### src/rtl/hazard_pkg.sv
// hazard_pkg: shared FSM encoding and constants for the pipeline hazard controller.
package hazard_pkg;
  typedef enum logic [1:0] {RUN, MEM_WAIT, HALT_DRAIN, HALTED} state_t;
  // ID/EX control fields {RF_Wr, Mem_En, Mem_Wr, Flag_Wr, Hlt} as loaded by a bubble
  localparam logic [4:0] NOP_CTRL = 5'b00000;
  localparam int PERF_W_DEF = 16;
endpackage

### src/rtl/hazard_detect.sv
// hazard_detect: combinational load-use comparator between ID/EX and IF/ID.
module hazard_detect (
  input  logic       mem_rd,
  input  logic       rf_wr,
  input  logic [3:0] dst,
  input  logic [3:0] src1,
  input  logic [3:0] src2,
  input  logic       use1,
  input  logic       use2,
  output logic       lu_stall
);
  assign lu_stall = mem_rd && rf_wr && dst != 4'd0 &&
                    ((use1 && src1 == dst) || (use2 && src2 == dst));
endmodule

### src/rtl/pipeline_hazard_ctrl.sv
// pipeline_hazard_ctrl: pipeline register WE/flush/bubble sequencing for stalls, flushes, memory waits and HLT drain.
// Optional PIPELINE_PERF_CTR_EN adds saturating StallCycles/FlushCount outputs.
module pipeline_hazard_ctrl
  import hazard_pkg::*;
#(
  parameter int MEM_WAIT_MAX = 64,
  parameter int DRAIN_CYCLES = 3
`ifdef PIPELINE_PERF_CTR_EN
  , parameter int PERF_W = PERF_W_DEF
`endif
) (
  input  logic       clk,
  input  logic       rst,
  input  logic       IDEX_MemRd,
  input  logic [3:0] IDEX_RegWrite,
  input  logic       IDEX_RFWr,
  input  logic [3:0] IFID_Src1,
  input  logic [3:0] IFID_Src2,
  input  logic       IFID_Use1,
  input  logic       IFID_Use2,
  input  logic       BranchTaken,
  input  logic       HltID,
  input  logic       MemBusy,
  output logic       PC_WE,
  output logic       IFID_WE,
  output logic       IFID_Flush,
  output logic       IDEX_WE,
  output logic       IDEX_Bubble,
  output logic       EXMEM_WE,
  output logic       MEMWB_WE,
  output logic       Halted,
  output logic       MemTimeout
`ifdef PIPELINE_PERF_CTR_EN
  , output logic [PERF_W-1:0] StallCycles
  , output logic [PERF_W-1:0] FlushCount
`endif
);
  localparam int WW = $clog2(MEM_WAIT_MAX + 1);
  localparam int DW = $clog2(DRAIN_CYCLES + 1);
  state_t state, saved, eff;
  logic [WW-1:0] wait_cnt;
  logic [DW-1:0] drain_cnt;
  logic lu_stall, go, lu, br, hlt, drain, busy;
  hazard_detect u_detect (
    .mem_rd  (IDEX_MemRd),
    .rf_wr   (IDEX_RFWr),
    .dst     (IDEX_RegWrite),
    .src1    (IFID_Src1),
    .src2    (IFID_Src2),
    .use1    (IFID_Use1),
    .use2    (IFID_Use2),
    .lu_stall(lu_stall)
  );
  // Once memory is ready, MEM_WAIT behaves exactly like the state it interrupted
  always_comb begin
    eff = state == MEM_WAIT ? saved : state;
    go = rst && eff == RUN && !MemBusy;
    lu = go && lu_stall;
    br = go && !lu_stall && BranchTaken;
    hlt = go && !lu_stall && !BranchTaken && HltID;
    drain = rst && eff == HALT_DRAIN && !MemBusy;
    busy = rst && MemBusy && eff != HALTED;
    PC_WE = go && !lu_stall && !hlt;
    IFID_WE = go && !lu_stall;
    IFID_Flush = br || hlt;
    IDEX_WE = go || drain;
    IDEX_Bubble = lu;
    EXMEM_WE = go || drain;
    MEMWB_WE = go || drain;
    Halted = rst && state == HALTED;
  end
  always_ff @(posedge clk) begin
    if (!rst) begin
      state <= RUN;
      saved <= RUN;
      wait_cnt <= '0;
      drain_cnt <= '0;
      MemTimeout <= 1'b0;
    end else if (busy) begin
      saved <= eff;
      if (wait_cnt == WW'(MEM_WAIT_MAX - 1)) begin
        state <= HALTED;
        MemTimeout <= 1'b1;
      end else begin
        state <= MEM_WAIT;
        wait_cnt <= wait_cnt + 1'b1;
      end
    end else begin
      state <= hlt ? HALT_DRAIN : (drain && drain_cnt == DW'(1)) ? HALTED : eff;
      wait_cnt <= '0;
      if (hlt) drain_cnt <= DW'(DRAIN_CYCLES);
      else if (drain) drain_cnt <= drain_cnt - 1'b1;
    end
  end
`ifdef PIPELINE_PERF_CTR_EN
  always_ff @(posedge clk) begin
    if (!rst) begin
      StallCycles <= '0;
      FlushCount <= '0;
    end else begin
      if ((busy || lu) && !(&StallCycles)) StallCycles <= StallCycles + 1'b1;
      if (br && !(&FlushCount)) FlushCount <= FlushCount + 1'b1;
    end
  end
`endif
endmodule

### config.mk
export PLATFORM = sky130hd
export DESIGN_NAME = pipeline_hazard_ctrl
export DESIGN_NICKNAME = d
export VERILOG_FILES = /design/src/rtl/hazard_pkg.sv /design/src/rtl/hazard_detect.sv /design/src/rtl/pipeline_hazard_ctrl.sv
export SDC_FILE = /design/constraint.sdc
export NUM_CORES = 1
export LEC_CHECK = 0
export ABC_AREA = 1
export ABC_CLOCK_PERIOD_IN_PS = 1500
export CAP_MARGIN = 20
export CORE_MARGIN = 2
export CORE_UTILIZATION = 40
export CTS_CLUSTER_DIAMETER = 150
export DETAILED_ROUTE_END_ITERATION = 10
export PLACE_DENSITY = 0.73
export SYNTH_ARGS = -nofsm -noshare
export SYNTH_HDL_FRONTEND = slang
export SYNTH_HIERARCHICAL = 1
export SYNTH_SLANG_ARGS = --single-unit
### constraint.sdc
create_clock -name clk -period 1.5 [get_ports clk]
set_input_delay 0.375 -clock clk [delete_from_list [all_inputs] [get_ports clk]]
set_output_delay 0.375 -clock clk [all_outputs]
set_load 0.05 [all_outputs]
==> run summary <==
gpl congestion = 0.876
Vias per Instance = 4.68
Synth Instances = 143
die span in x = 52.3 µm
initial drt markers = 9
Core Area = 2210 µm²
Worst Tran Pin Value = 0.241 ns
RSZ-0062 raised after global routing = true
Reg clk slew, reported paths = 0.08 ns
Synth Register Bits = 14
Critical Path AT = 1.41 ns
Worst Path Max Fanout = 3
residual DRC count = 0
final count of hold timing violations = 0
dpl cells = 208
outcome = complete, but fails checks
leakage = 0.724 nW
IO Port Bufs = 29
Clock Latency Late Sink = 0.27 ns
Pre-antenna DRT Iters = 4
Initial Util = 42.3%
CP Capture Type = output pin
vias in the first global route = 949
CTS Hold Bufs = 0
most common cell after layout, fill and taps aside = nand2_1
Placement Cell Area = 1450 µm²
Syn Nets = 166
DP HPWL = 1.79 mm
final instance count without filler cells = 216
Die ar. = 2740 µm²
Ports = 30
routed wire length = 2.26 mm
CTS tree = yes
initial antenna violation count = 0
share of post-route cells with drive strength above 1 = 44.1%
Worst Setup Path Type = flip-flop to output pin
Period Utilization, post-route = 119%
Synth Warn # = 6
Yosys cell types = 26
TNS Setup = -1.48 ns
commonest cells after routing, fill and taps aside = nand2_1, inv_1, nor2_1
# fillers = 197
hold path cells = 2
Synth Cell Area = 935 µm²
Root Driver = clkbuf_4
syn avg cell area = 6.54 µm²
Routed WL per cell = 10.5 µm
CTS Buffer Depth = 2
# rows = 17
startpoint types = flip-flop
first-pass GRT wire length = 3.75 mm
Slew headroom = 83.9%
Tmin final = 1.78 ns
Max Slew Vio Count = 0
die height = 52.3 µm
n_diodes = 0
register area share after synthesis = 30.0%
CTS Sinks = 14
largest net degree at the start of global routing = 10
max-cap violations = 0
maximum vdd drop = 0.985 mV
Hold Slack = 0.487 ns
Clock Skews = 0.000477 ns
H-tree Lvls = 1
Global Route Usage Sum = 18.1%
failing checks = setup timing
pre-CTS setup slack = -0.795 ns
Num CTS Buffers = 3
DRT antenna net count = 0
worst setup margin = -0.282 ns
Max Fclk = 0.561 GHz
CP required = 1.12 ns
pwr/cell area = 586 nW/µm²
HP Class = flip-flop to flip-flop
Layout area overhead = 65.1%
total gr overflow = 0
Reg2Reg Depth = 12
# nets final = 212
via count = 1,011
final setup vio count = 7
post-route cell area = 1540 µm²
## report_power, final
part | switching (mW) | internal (mW) | total, mW
clock | 0.116 | 0.148 | 0.264
combinational | 0.131 | 0.125 | 0.257
sequential | 0.00754 | 0.376 | 0.384
## critical path, cell delays in order, from the launching register on
cell and delay [ns]:
dfxtp_4 0.37, nor2_4 0.10, nor2_4 0.04, nor2_4 0.09, inv_2 0.07, buf_6 0.12, nor3_4 0.19, buf_12 0.16
## what timing repair did
item | CTS | global route
resized for setup | 71 | 14
endpoints found under the setup margin | 11 | 13
buffers inserted | 2 | 3
hold endpoints to repair | 0 | 0
pin swaps | 23 | 10
## Yosys cell counts
cell,count,area share (%)
nor2_1,20,8.0
o21ai_0,3,1.6
inv_2,7,2.8
nand2_2,2,1.3
a21oi_1,3,1.6
nand4_2,1,1.3
o21ai_1,2,1.1
inv_1,20,8.0
dfxtp_1,14,30
ha_1,2,2.7
a21oi_2,1,0.94
a21oi_4,1,1.7
nor3_2,1,1.1
buf_4,3,2.4
nor2_2,4,2.7
a31oi_2,2,2.7
nand2_4,1,1.2
nand3_1,12,6.4
or3_1,1,0.67
xnor2_1,2,1.9
o21ai_4,1,1.7
o21ai_2,1,0.94
xor2_1,1,0.94
nand2_1,36,14
nor3_1,1,0.53
nor2_4,1,1.2
## final cells by class
class                   count  area (µm²)  share of cell area, %
inverters                  27         108                   6.97
repair buffers             44         463                   30.0
well taps                  28        35.0                   2.27
flip-flops and latches     14         289                   18.7
multi-input cells          99         612                   39.7
clock buffers               4        36.3                   2.35
## per-stage QoR
step           utilization, %  power (mW)
6_report                 69.7       0.904
2_1_floorplan               -       0.515
4_1_cts                  66.7       0.899
3_3_place_gp             65.6       0.636
5_1_grt                  69.7       0.949
3_5_place_dp             65.6       0.642
## metal layers
metal	GRT usage [%]	vias up	routed length [µm]
met1	20.4	464	913
met5	0	-	0
met4	2.14	0	0
met2	33.8	17	1250
li1	-	530	-
met3	5.71	0	94
## registers in the layout, indices dropped and copies added (netlist names)
| register | cells |
|---|---|
| wait_cnt | 7 |
| drain_cnt | 2 |
| saved | 2 |
| state | 2 |
| MemTimeout | 1 |
## logic make-up (layout without fill, tap and decap cells)
kind of cell    Yosys count  after routing  synth area share [%]
simple gates             80             80                  39.0
buf+inv                  30             75                  13.3
flops                    14             14                  30.0
xor+xnor                  3              3                  2.81
fa+ha+maj                 2              2                  2.68
compound gates           14             14                  12.3
## worst paths after layout
check | start | end | slack (ns)
worst max-delay path | state[1]$_SDFF_PN0_ | IDEX_Bubble | -0.28
worst min register to register | wait_cnt[1]$_SDFFE_PN0N_ | wait_cnt[1]$_SDFFE_PN0N_ | 0.49
worst min-delay path | wait_cnt[1]$_SDFFE_PN0N_ | wait_cnt[1]$_SDFFE_PN0N_ | 0.49
worst max register to register | state[0]$_SDFF_PN0_ | state[0]$_SDFF_PN0_ | 0.07
Note: power is estimated with default switching activity, not from simulation.
